$ cat config.mk
export PLATFORM = sky130hd
export DESIGN_NAME = fp_single_divider
export DESIGN_NICKNAME = d
export VERILOG_FILES = /design/src/rtl/fp_single_divider.sv
export SDC_FILE = /design/constraint.sdc
export NUM_CORES = 1
export LEC_CHECK = 0
export CORE_ASPECT_RATIO = 0.5
export CORE_MARGIN = 5
export CORE_UTILIZATION = 50
export CTS_BUF_LIST = sky130_fd_sc_hd__clkbuf_8
export DETAILED_ROUTE_END_ITERATION = 16
export GPL_TIMING_DRIVEN = 0
export PLACE_DENSITY = 0.81
export SYNTH_ARGS = -nofsm -noshare
export SYNTH_HDL_FRONTEND = slang
export SYNTH_SLANG_ARGS = --single-unit
$ cat constraint.sdc
create_clock -name clk -period 2.9 [get_ports clk]
set_input_delay 0.87 -clock clk [delete_from_list [all_inputs] [get_ports clk]]
set_output_delay 0.87 -clock clk [all_outputs]
set_load 0.01 [all_outputs]
$ cat src/rtl/fp_single_divider.sv
// fp_single_divider: sequential IEEE-754 single-precision divider, res = op1 / op2.
// The quotient mantissa comes from a 26-step bit-serial restoring division.
// Special operands, overflow and underflow are handled when the result is packed.
// Optional feature macro: FP_SINGLE_DIVIDER_RNE_EN selects round-to-nearest-even.
// Without it the quotient is truncated toward zero. Latency is the same either way.
// Ports:
//   clk   - clock, rising edge
//   rst   - asynchronous active-low reset
//   ready - start strobe, sampled only while idle
//   op1   - dividend (IEEE-754 single)
//   op2   - divisor (IEEE-754 single)
//   res   - quotient, valid while done=1 and held afterwards
//   done  - one-cycle result-valid pulse
//   busy  - high from the cycle after acceptance through the done cycle
module fp_single_divider #(
    parameter logic [31:0] QNAN = 32'h7FC00000
) (
    input  logic        clk,
    input  logic        rst,
    input  logic        ready,
    input  logic [31:0] op1,
    input  logic [31:0] op2,
    output logic [31:0] res,
    output logic        done,
    output logic        busy
);

    localparam int unsigned FW   = 23;       // stored fraction bits
    localparam int unsigned MW   = FW + 1;   // mantissa with hidden one
    localparam int unsigned RW   = MW + 1;   // partial remainder
    localparam int unsigned QW   = 26;       // quotient bits
    localparam int unsigned EW   = 10;       // signed working exponent
    localparam int unsigned CW   = 5;        // iteration counter
    localparam int unsigned ITER = 26;
    localparam int unsigned BIAS = 127;

    localparam logic [2:0] IDLE   = 3'd0;
    localparam logic [2:0] UNPACK = 3'd1;
    localparam logic [2:0] DIVIDE = 3'd2;
    localparam logic [2:0] PACK   = 3'd3;
    localparam logic [2:0] DONE   = 3'd4;

    logic [2:0]           state, state_nxt;
    logic [31:0]          a_q, a_nxt, b_q, b_nxt;
    logic                 sign_q, sign_nxt;
    logic signed [EW-1:0] exp_q, exp_nxt;
    logic [RW-1:0]        rem_q, rem_nxt;
    logic [MW-1:0]        div_q, div_nxt;
    logic [QW-1:0]        q_q, q_nxt;
    logic [CW-1:0]        cnt_q, cnt_nxt;
    logic [31:0]          res_nxt;
    logic                 done_nxt, busy_nxt;

    // Operand decode of the latched operands; denormals count as zero
    logic [7:0]    e1_c, e2_c;
    logic [FW-1:0] f1_c, f2_c;
    logic          s_c, z1_c, z2_c, i1_c, i2_c, n1_c, n2_c;

    assign s_c  = a_q[31] ^ b_q[31];
    assign e1_c = a_q[30:23];
    assign e2_c = b_q[30:23];
    assign f1_c = a_q[FW-1:0];
    assign f2_c = b_q[FW-1:0];
    assign z1_c = (e1_c == 8'h00);
    assign z2_c = (e2_c == 8'h00);
    assign i1_c = (e1_c == 8'hFF) && (f1_c == '0);
    assign i2_c = (e2_c == 8'hFF) && (f2_c == '0);
    assign n1_c = (e1_c == 8'hFF) && (f1_c != '0);
    assign n2_c = (e2_c == 8'hFF) && (f2_c != '0);

    logic signed [EW-1:0] exp_un_c;
    assign exp_un_c = $signed(EW'(e1_c)) - $signed(EW'(e2_c)) + $signed(EW'(BIAS));

    // Special-case classification, in priority order
    logic        special_c;
    logic [31:0] special_res_c;
    always_comb begin
        special_c     = 1'b1;
        special_res_c = QNAN;
        if (n1_c || n2_c || (z1_c && z2_c) || (i1_c && i2_c)) begin
            special_res_c = QNAN;
        end else if (i1_c || z2_c) begin
            special_res_c = {s_c, 8'hFF, 23'd0};
        end else if (z1_c || i2_c) begin
            special_res_c = {s_c, 31'd0};
        end else begin
            special_c = 1'b0;
        end
    end

    // One restoring-division step
    logic [RW-1:0] div_ext_c, rem_sub_c, rem_sh_c;
    logic          ge_c;
    assign div_ext_c = {1'b0, div_q};
    assign ge_c      = (rem_q >= div_ext_c);
    assign rem_sub_c = ge_c ? (rem_q - div_ext_c) : rem_q;
    assign rem_sh_c  = rem_sub_c << 1;

    // Normalize, round and pack
    logic                 norm_c;
    logic [FW-1:0]        mant_c, mant_r_c;
    logic signed [EW-1:0] exp_n_c, exp_r_c;
    logic [31:0]          pack_res_c;

    assign norm_c  = q_q[QW-1];
    assign mant_c  = norm_c ? q_q[QW-2:2] : q_q[QW-3:1];
    assign exp_n_c = norm_c ? exp_q : (exp_q - 10'sd1);

`ifdef FP_SINGLE_DIVIDER_RNE_EN
    localparam int unsigned SW = FW + 1;
    logic          guard_c, sticky_c, inc_c;
    logic [SW-1:0] sum_c;
    assign guard_c  = norm_c ? q_q[1] : q_q[0];
    assign sticky_c = (norm_c & q_q[0]) | (|rem_q);
    assign inc_c    = guard_c & (sticky_c | mant_c[0]);
    assign sum_c    = {1'b0, mant_c} + SW'(inc_c);
    // Carry-out leaves the fraction at zero and bumps the exponent
    assign mant_r_c = sum_c[FW-1:0];
    assign exp_r_c  = exp_n_c + $signed({{(EW-1){1'b0}}, sum_c[FW]});
`else
    assign mant_r_c = mant_c;
    assign exp_r_c  = exp_n_c;
`endif

    always_comb begin
        if (exp_r_c >= 10'sd255) begin
            pack_res_c = {sign_q, 8'hFF, 23'd0};
        end else if (exp_r_c <= 10'sd0) begin
            pack_res_c = {sign_q, 31'd0};
        end else begin
            pack_res_c = {sign_q, exp_r_c[7:0], mant_r_c};
        end
    end

    // State and output registers
    always_ff @(posedge clk or negedge rst) begin
        if (!rst) begin
            state  <= IDLE;
            a_q    <= '0;
            b_q    <= '0;
            sign_q <= 1'b0;
            exp_q  <= '0;
            rem_q  <= '0;
            div_q  <= '0;
            q_q    <= '0;
            cnt_q  <= '0;
            res    <= '0;
            done   <= 1'b0;
            busy   <= 1'b0;
        end else begin
            state  <= state_nxt;
            a_q    <= a_nxt;
            b_q    <= b_nxt;
            sign_q <= sign_nxt;
            exp_q  <= exp_nxt;
            rem_q  <= rem_nxt;
            div_q  <= div_nxt;
            q_q    <= q_nxt;
            cnt_q  <= cnt_nxt;
            res    <= res_nxt;
            done   <= done_nxt;
            busy   <= busy_nxt;
        end
    end

    // Next-state and datapath control
    always_comb begin
        state_nxt = state;
        a_nxt     = a_q;
        b_nxt     = b_q;
        sign_nxt  = sign_q;
        exp_nxt   = exp_q;
        rem_nxt   = rem_q;
        div_nxt   = div_q;
        q_nxt     = q_q;
        cnt_nxt   = cnt_q;
        res_nxt   = res;
        case (state)
            IDLE: begin
                if (ready) begin
                    a_nxt     = op1;
                    b_nxt     = op2;
                    state_nxt = UNPACK;
                end
            end
            UNPACK: begin
                sign_nxt = s_c;
                if (special_c) begin
                    res_nxt   = special_res_c;
                    state_nxt = DONE;
                end else begin
                    exp_nxt   = exp_un_c;
                    rem_nxt   = {1'b0, 1'b1, f1_c};
                    div_nxt   = {1'b1, f2_c};
                    q_nxt     = '0;
                    cnt_nxt   = '0;
                    state_nxt = DIVIDE;
                end
            end
            DIVIDE: begin
                q_nxt   = {q_q[QW-2:0], ge_c};
                rem_nxt = rem_sh_c;
                cnt_nxt = cnt_q + CW'(1);
                if (cnt_q == CW'(ITER - 1)) begin
                    state_nxt = PACK;
                end
            end
            PACK: begin
                res_nxt   = pack_res_c;
                state_nxt = DONE;
            end
            DONE: begin
                state_nxt = IDLE;
            end
            default: begin
                state_nxt = IDLE;
            end
        endcase
        done_nxt = (state_nxt == DONE);
        busy_nxt = (state_nxt != IDLE);
    end

endmodule

Yosys cells after proc, flatten, opt, wreduce, memory -nomap -nowiden
Cells that the tools add are included.
{"block": "op_classes", "order_cmp": 3, "n_eq_ne": 9, "n_bitwise": 2, "muxes": 23, "n_reduce_logical": 25, "n_addsub": 5}
{"operator": "$mux W32", "n": 4}
{"operator": "$pmux W32 S2", "n": 1}
{"operator": "$mux W31", "n": 2}
{"operator": "$pmux W26 S2", "n": 1}
{"operator": "$pmux W25 S2", "n": 1}
{"operator": "$logic_not A23 Y1", "n": 2}
{"operator": "$reduce_bool A23 Y1", "n": 2}
{"operator": "$mux W26", "n": 1}
{"operator": "$ge A25 B24 Y1", "n": 1}
{"operator": "$mux W25", "n": 1}
{"operator": "$mux W24", "n": 1}
{"operator": "$sub A24 B24 Y24", "n": 1}
{"operator": "$mux W23", "n": 1}
{"operator": "$eq A8 B8 Y1 const B", "n": 2}
{"operator": "$logic_not A8 Y1", "n": 2}
{"operator": "$pmux W3 S4", "n": 1}
{"operator": "$add A9 B8 Y10 const B", "n": 1}
{"operator": "$ge A10 B9 Y1 const B", "n": 1}
{"operator": "$le A10 B1 Y1 const B", "n": 1}
{"operator": "$mux W10", "n": 1}
{"operator": "$pmux W5 S2", "n": 1}
{"operator": "$sub A10 B2 Y10 const B", "n": 1}
{"operator": "$mux W3", "n": 3}
{"operator": "$sub A8 B8 Y9", "n": 1}
{"operator": "other kinds (16)", "n": 33}
{"block": "totals", "elab_cells": 79, "inputBits": 67, "ff_bits": 192}

Depth between registers and ports, before layout
Gate-level depths: netlist (run 1).
{"block": "logic_depth", "ltp_word": 9, "depth_mapped": 14}

Least setup slack after synthesis (run 1)
Ideal clock, no wire load.
{"block": "synth_timing", "kind": "register to register", "start": "register a_q[23]", "end": "register exp_q[9]", "arrival_ns": 2.660, "stages_incl_launch_ff": 13, "path_slack_ns": 0.176, "required_ns": 2.836, "n_path_buf": 0, "path_cell_list": "dfrtp_1 -> inv_1 -> ha_1 -> inv_1 -> fa_1 -> a21o_1 -> a21oi_1 -> o21ai_0 -> a21oi_1 -> xnor2_1 -> or3b_2 -> a211oi_1 -> a21o_1"}
{"block": "synth_via", "elab_chain_cells": 8, "word_cells_on_any_way": 18}
{"item": "start, declared", "line": "44", "rtl": "logic [31:0] a_q, a_nxt, b_q, b_nxt;"}
{"item": "start signal, assigned", "line": "152", "rtl": "a_q <= a_nxt;"}
{"item": "parallel branches: the longest is 8 deep, another holds $add A9 B8 Y10"}
{"item": "end signal, assigned", "line": "155", "rtl": "exp_q <= exp_nxt;"}
{"item": "end, declared", "line": "46", "rtl": "logic signed [EW-1:0] exp_q, exp_nxt;"}
Parallel ways; which one is timed is not known.
A chain may end at the register's enable or synchronous reset.

Worst setup path in the final report (run 1)
{"block": "layout_timing", "start": "register rem_q[0]", "end": "register rem_q[23]"}
{"block": "layout_via", "elab_chain_cells": 3, "word_cells_on_any_way": 4}
{"item": "start, declared", "line": "47", "rtl": "logic [RW-1:0] rem_q, rem_nxt;"}
{"item": "start signal, assigned", "line": "156", "rtl": "rem_q <= rem_nxt;"}
{"item": "$sub A24 B24 Y24 / $ge A25 B24 Y1 (equally long branches)", "line": "96, 95"}
{"item": "$mux W24 *", "line": "96", "rtl": "assign rem_sub_c = ge_c ? (rem_q - div_ext_c) : rem_q;"}
{"item": "$pmux W25 S2 *", "line": "178", "rtl": "case (state)"}
Mark *: on every way between the ends. The rest lies on a longest branch, timed or not.

==> impl_metrics.env, run 1 <==
export IMPL_path_delay_family="compound AO/OA/AOI/OAI gates"
export IMPL_worstPathBufferInverterCount=2
export IMPL_die_ar_mm2=0.0234
export IMPL_syn_num_nets=1091
export IMPL_timing_critical_path_arrival_ns=3.18
export IMPL_synth_ff_latch_count=192
export IMPL_initial_core_util_pct=51.5
export IMPL_htree_levels=4
export IMPL_yosys_top_cells_area="sky130_fd_sc_hd__dfrtp_1, sky130_fd_sc_hd__mux2_2, sky130_fd_sc_hd__nand2_1"
export IMPL_cp_cell_sequence="inv_1, ha_4, fa_2, nand2b_4, a21oi_2, o31a_1, o41ai_4, buf_4, o31ai_4, a311oi_2, xnor2_1, mux2i_1, a21oi_1"
export IMPL_cpPeakStageDelay_ns=0.40
export IMPL_final_setup_viol_count=0
export IMPL_die_height_um=111
export IMPL_clk_insertion_delay_late_ns=0.50
export IMPL_fmaxAchievable_mhz=354
export IMPL_via_count=7758
export IMPL_clock_sinks=192
export IMPL_worst_setup_path_end_kind="register"
export IMPL_post_cts_hold_buffer_count=0
export IMPL_fin_util_pct=61.8
export IMPL_drt_pre_antenna_iters=5
export IMPL_area_growth_synth_to_final_pct=19.9
export IMPL_globalRouteTotalUtil_pct=20.3
export IMPL_antenna_found_initial=0
export IMPL_number_of_clock_buffers_inserted_by_tritoncts=17
export IMPL_reg2reg_setup_slack_ns=0.08
export IMPL_number_of_nets_in_the_layout=1223
export IMPL_worstHoldPathType="primary input to async pin"
export IMPL_post_synth_top_area_fraction_pct=47.4
export IMPL_top_level_ports=101
export IMPL_drt_antenna_violating_nets=0
export IMPL_die_width_um=211
export IMPL_worstSetupPathType="register to register"
export IMPL_post_route_min_period_ns=2.82
export IMPL_dp_hpwl_um=17300
export IMPL_ir_worst_vdd_uv=521
export IMPL_port_buffer_count=100
export IMPL_fill_cells=1577
export IMPL_syn_inst=986
export IMPL_synth_yosys_seq_area_share_pct=47.4
export IMPL_wl_met1_um=10700
export IMPL_gp_congestion=0.895
export IMPL_post_route_setup_tns_ns=0
export IMPL_cts_max_path_buffers=2
export IMPL_core_area_mm2=0.0197
export IMPL_totalWireLength_um=23400
export IMPL_final_hold_viol_count=0
export IMPL_n_antenna_cell=0
export IMPL_yosysWarningCount=0
export IMPL_crit_reg2reg_launch="rem_q[0]"
export IMPL_grt_pass1_wl_um=38900
export IMPL_netlist_cell_type_count=64
export IMPL_uppermost_metal_layer_occupied_by_signal_nets="met4"
export IMPL_tritoncts="yes"
export IMPL_worst_pin_slew_ns=0.755
export IMPL_synth_async_reset_ratio_pct=100
export IMPL_timing_critical_path_slowest_stage_cell="sky130_fd_sc_hd__dfrtp_1"
export IMPL_worst_path_max_fanout=4
export IMPL_synth_cell_area_mm2=0.0101
export IMPL_rr_worst_depth=13
export IMPL_clock_tree_root_cell="sky130_fd_sc_hd__clkbuf_8"
export IMPL_slew_viol_final=0
export IMPL_number_of_global_route_vias_before_repair=7754
export IMPL_post_route_cells_drive_above_1_share_pct=17.8
export IMPL_floorplan_rows=36
export IMPL_routed_wl_met2_um=11400
export IMPL_startpoint_type="register"
export IMPL_clk_pin_slew_worst_paths_ns=0.11
export IMPL_synth_area_leader_cell="sky130_fd_sc_hd__dfrtp_1"
export IMPL_power_per_standard_cell_area_mw_per_mm2=1300
export IMPL_total_leakage_power_uw=0.00539
export IMPL_period_share_pct=97.3
export IMPL_drt_iter0_drcs=501
export IMPL_post_route_drc_count=0
export IMPL_drv_cap=0
export IMPL_layout_common_cells="sky130_fd_sc_hd__dfrtp_1, sky130_fd_sc_hd__nand2_1, sky130_fd_sc_hd__mux2_2"
export IMPL_outcome="finished clean"
export IMPL_synth_avg_cell_area_um2=10.3
export IMPL_dr_wl_met3_um=926
export IMPL_skew_ns=0.0184
export IMPL_timing_critical_path_required_ns=3.26
export IMPL_maxSlewHeadroom_pct=49.7
export IMPL_route_detailed_wl_per_inst_um=16.8
export IMPL_grt_overflow_total=0
export IMPL_number_of_enable_flip_flop_cells_after_synthesis=0
export IMPL_r2r_end="rem_q[23]"
export IMPL_most_common_cell_after_layout_fill_and_taps_aside="sky130_fd_sc_hd__dfrtp_1"
export IMPL_grt_start_max_net_pins=103
export IMPL_via_per_inst=5.55
export IMPL_synthFlopType="sky130_fd_sc_hd__dfrtp_1"
[report_power, final]
group          switching, µW  total, µW  internal [µW]
combinational           4830       9230           4400
sequential               980       4770           3790
clock                   1070       1800            730
[how the worst max path moves through the flow]
| stage | cells past startpoint | from | endpoint | slack [ns] |
|---|---|---|---|---|
| 2_1_floorplan | 12 | a_q[23] | exp_q[9] | 0.18 |
| 3_3_place_gp | 1 | rst | res[11] | -6.69 |
| 3_5_place_dp | 5 | ready | a_q[15] | -0.58 |
| 4_1_cts | 12 | rem_q[0] | rem_q[23] | 0.0009 |
| 5_1_grt | 13 | rem_q[0] | rem_q[23] | -0.02 |
| 6_report | 13 | rem_q[0] | rem_q[23] | 0.08 |
[per-stage QoR]
stage | hold slack, ns | instances | cell area, µm² | total power, µW | worst slack [ns]
2_1_floorplan | 0.418 | 986 | 10100 | 11100 | 0.176
3_3_place_gp | 0.441 | 1352 | 11500 | 12800 | -6.69
3_5_place_dp | 0.449 | 1353 | 11500 | 13200 | -0.579
4_1_cts | 0.415 | 1387 | 11900 | 15100 | 0.000899
5_1_grt | 0.483 | 1397 | 12200 | 17000 | -0.0172
6_report | 0.418 | 1397 | 12200 | 15800 | 0.0789
[Yosys cell counts, types with 11 or more instances]
library cell                 n
sky130_fd_sc_hd__nand2_1   147
sky130_fd_sc_hd__ha_1       36
sky130_fd_sc_hd__nand3_1    40
sky130_fd_sc_hd__dfrtp_1   192
sky130_fd_sc_hd__a21oi_1    30
sky130_fd_sc_hd__mux2_2    100
sky130_fd_sc_hd__clkbuf_1   30
sky130_fd_sc_hd__xnor2_1    23
sky130_fd_sc_hd__inv_1      46
sky130_fd_sc_hd__a21o_1     15
sky130_fd_sc_hd__nor4_1     16
sky130_fd_sc_hd__xor2_1     20
sky130_fd_sc_hd__nor2_1     40
sky130_fd_sc_hd__o21ai_1    16
sky130_fd_sc_hd__nand4_1    11
sky130_fd_sc_hd__o21ai_0    78
sky130_fd_sc_hd__mux2i_1    50
[state kept, by name, summed over array words and instances, names as in the netlist]
signal and flops:
exp_q 10, div_q 24, sign_q 1, q_q 26, busy 1, b_q 32, a_q 32, done 1
res 32, state 3, rem_q 25, cnt_q 5
[cells by family after synthesis]
group | Yosys count | share of synthesized area, %
AND/OR/NAND/NOR | 292 | 13.1
adder cells (fa/ha/maj) | 38 | 4.84
XOR/XNOR | 43 | 3.71
buffers and inverters | 91 | 3.84
AO/OA/AOI/OAI | 180 | 11.2
multiplexers | 150 | 16.0
flip-flops | 192 | 47.4
[final cells by class]
cell class / instances / area, µm² / share of cell area [%]
inverter: 46 / 173 / 1.42
multi-input combinational: 703 / 5100 / 42.0
timing repair buffer: 114 / 1130 / 9.30
clock buffer: 18 / 248 / 2.04
sequential: 192 / 4800 / 39.5
buffer: 44 / 223 / 1.83
tap: 266 / 333 / 2.74
clock inverter: 14 / 146 / 1.20
[layer usage]
metal / vias to the layer above / track usage [%]
li1: 3727 / -
met1: 3830 / 27.6
met2: 170 / 33.8
met3: 31 / 3.25
met4: 0 / 5.66
met5: - / 0
[timing repair]
item,CTS,global route
pin swaps,2,16
endpoints found under the hold margin,0,0
resized for setup,4,41
buffers inserted,3,10
setup endpoints to repair,29,51
Note: power is estimated with default switching activity, not from simulation.
==> inputs of run 2 (changes only) <==
--- a/config.mk
+++ b/config.mk
@@ -12,6 +12,7 @@
 export DETAILED_ROUTE_END_ITERATION = 16
 export GPL_TIMING_DRIVEN = 0
 export PLACE_DENSITY = 0.81
+export SLEW_MARGIN = 20
 export SYNTH_ARGS = -nofsm -noshare
 export SYNTH_HDL_FRONTEND = slang
 export SYNTH_SLANG_ARGS = --single-unit
==> results of run 2 <==
The final DEF is identical to that of run 1; final timing and power are the same.
==> inputs of run 3 (changes only) <==
--- a/config.mk
+++ b/config.mk
@@ -7,11 +7,11 @@
 export LEC_CHECK = 0
 export CORE_ASPECT_RATIO = 0.5
 export CORE_MARGIN = 5
-export CORE_UTILIZATION = 50
+export CORE_UTILIZATION = 59
 export CTS_BUF_LIST = sky130_fd_sc_hd__clkbuf_8
 export DETAILED_ROUTE_END_ITERATION = 16
 export GPL_TIMING_DRIVEN = 0
-export PLACE_DENSITY = 0.81
+export PLACE_DENSITY = 0.92
 export SLEW_MARGIN = 20
 export SYNTH_ARGS = -nofsm -noshare
 export SYNTH_HDL_FRONTEND = slang
==> run 3 against run 2 <==
Net effect: sequential cell count did not move; utilization rose by 12 points; count of clock-buffer cells in the layout fell by 1; critical path depth fell by 1; cell count fell by 2.4%; via count rose by 2.5%; sequential power barely moved; critical path type unchanged; non-clock buffer count rose by 6; sequential share of layout area barely moved; worst setup slack got worse by 0.070 ns; global-route usage rose by 4.4 points.
==> impl_metrics.env, run 3 (synthesized netlist as in run 1, its figures left out) <==
export IMPL_outcome="finished clean"
export IMPL_drv_cap=0
export IMPL_clock_tree_root_cell="sky130_fd_sc_hd__clkbuf_8"
export IMPL_ir_worst_vdd_uv=661
export IMPL_via_per_inst=5.83
export IMPL_place_area_mm2=0.0115
export IMPL_worstPathBufferInverterCount=1
export IMPL_post_cts_hold_buffer_count=0
export IMPL_most_common_cell_after_layout_fill_and_taps_aside="sky130_fd_sc_hd__dfrtp_1"
export IMPL_drt_iter0_drcs=661
export IMPL_cts_max_path_buffers=2
export IMPL_grt_pass1_wl_um=39800
export IMPL_post_place_cells=1315
export IMPL_grt_setup_unrepaired="yes"
export IMPL_worst_setup_path_end_kind="register"
export IMPL_timing_critical_path_slowest_stage_cell="sky130_fd_sc_hd__o41ai_4"
export IMPL_fmaxAchievable_mhz=346
export IMPL_multiInputGateArea_mm2=0.00508
export IMPL_startpoint_type="register"
export IMPL_gp_congestion=0.929
export IMPL_fin_ws_ns=0.00923
export IMPL_path_delay_family="compound AO/OA/AOI/OAI gates"
export IMPL_final_design_area_no_fill_mm2=0.0122
export IMPL_die_height_um=103
export IMPL_floorplan_rows=33
export IMPL_post_route_min_period_ns=2.89
export IMPL_final_hold_viol_count=0
export IMPL_tritoncts="yes"
export IMPL_fin_util_pct=73.3
export IMPL_number_of_global_route_vias_before_repair=8114
export IMPL_clock_sinks=192
export IMPL_rr_worst_depth=12
export IMPL_worstSetupPathDepth=12
export IMPL_post_route_drc_count=0
export IMPL_top_level_ports=101
export IMPL_fin_cells=1364
export IMPL_dp_hpwl_um=17700
export IMPL_core_area_mm2=0.0166
export IMPL_fill_cells=1143
export IMPL_via_count=7951
export IMPL_pre_cts_ws_ns=-0.603
export IMPL_grt_overflow_total=0
export IMPL_antenna_found_initial=0
export IMPL_cp_cell_sequence="inv_2, ha_4, fa_2, nand2b_4, a21oi_2, o31a_1, o41ai_4, o31ai_4, a311oi_2, xnor2_1, mux2i_1, a21oi_1"
export IMPL_totalWireLength_um=24500
export IMPL_timing_critical_path_required_ns=3.26
export IMPL_slew_viol_final=0
export IMPL_worstSetupPathType="register to register"
export IMPL_power_per_standard_cell_area_mw_per_mm2=1320
export IMPL_skew_ns=0.0220
export IMPL_layout_common_cells="sky130_fd_sc_hd__dfrtp_1, sky130_fd_sc_hd__nand2_1, sky130_fd_sc_hd__mux2_2"
export IMPL_number_of_clock_buffers_inserted_by_tritoncts=17
export IMPL_worst_path_max_fanout=4
export IMPL_clk_pin_slew_worst_paths_ns=0.11
export IMPL_period_share_pct=99.7
export IMPL_area_growth_synth_to_final_pct=19.9
export IMPL_cpPeakStageDelay_ns=0.49
export IMPL_worst_pin_slew_ns=0.753
export IMPL_total_leakage_power_uw=0.00544
export IMPL_drt_pre_antenna_iters=5
export IMPL_die_ar_mm2=0.0201
export IMPL_htree_levels=4
export IMPL_final_setup_viol_count=0
export IMPL_worstHoldPathType="primary input to async pin"
export IMPL_die_width_um=195
export IMPL_initial_core_util_pct=61.1
export IMPL_clk_insertion_delay_late_ns=0.49
export IMPL_grt_start_max_net_pins=71
export IMPL_biggestRegsByFlops="a_q x32, b_q x32, res x32"
export IMPL_post_route_cells_drive_above_1_share_pct=17.9
export IMPL_n_antenna_cell=0
export IMPL_timing_critical_path_arrival_ns=3.25
export IMPL_area_sequential_mm2=0.00480
export IMPL_globalRouteTotalUtil_pct=24.6
export IMPL_port_buffer_count=100
export IMPL_drt_antenna_violating_nets=0
export IMPL_maxSlewHeadroom_pct=49.8
export IMPL_route_detailed_wl_per_inst_um=18.0
export IMPL_number_of_nets_in_the_layout=1229
run 3: metal layers:
layer | part of all wire [%] | vias up | track usage [%] | wire length [µm]
li1 | - | 3716 | - | -
met1 | 41 | 3908 | 31.2 | 10200
met2 | 50 | 276 | 43.2 | 12300
met3 | 6.2 | 51 | 4.90 | 1520
met4 | 2.3 | 0 | 8.69 | 565
met5 | 0 | - | 0 | 0
run 3: through the flow:
stage	setup TNS, ns	total power, µW	hold slack, ns
6_report	0	16100	0.287
5_1_grt	-0.219	17200	0.302
3_3_place_gp	-1261.91	12800	0.446
2_1_floorplan	0	11100	0.418
4_1_cts	-0.00140	15500	0.284
3_5_place_dp	-22.05	13200	0.463
run 3: final cells by class:
cell class,count,area share (%)
Clock buffer,17,1.92
Clock inverter,15,1.43
Timing Repair Buffer,120,9.83
Multi-Input combinational cell,703,41.7
Tap cell,227,2.33
Buffer,44,1.84
Sequential cell,192,39.5
Inverter,46,1.42
run 3: timing repair:
action,CTS,global route
setup endpoints to repair,33,81
gates resized for setup,7,35
pin swaps,4,16
buffers inserted,7,11
run 3: worst paths after layout:
| kind | startpoint | end | slack, ns |
|---|---|---|---|
| setup / recovery | rem_q[0] | rem_q[23] | 0.009 |
| hold reg to reg | res[23] | res[23] | 0.49 |
| setup reg to reg | rem_q[0] | rem_q[23] | 0.009 |
| hold / removal | rst | b_q[7] | 0.29 |
| max in group asynchronous | rst | res[15] | 1.55 |
| min in group clk | res[23] | res[23] | 0.49 |
run 3: power by group:
part           internal (µW)  total (µW)  leakage, µW  switching, µW
sequential              3790        4790      0.00240           1000
clock                    795        1860     0.000206           1060
combinational           4480        9450      0.00284           4970
total                   9070       16100      0.00544           7040
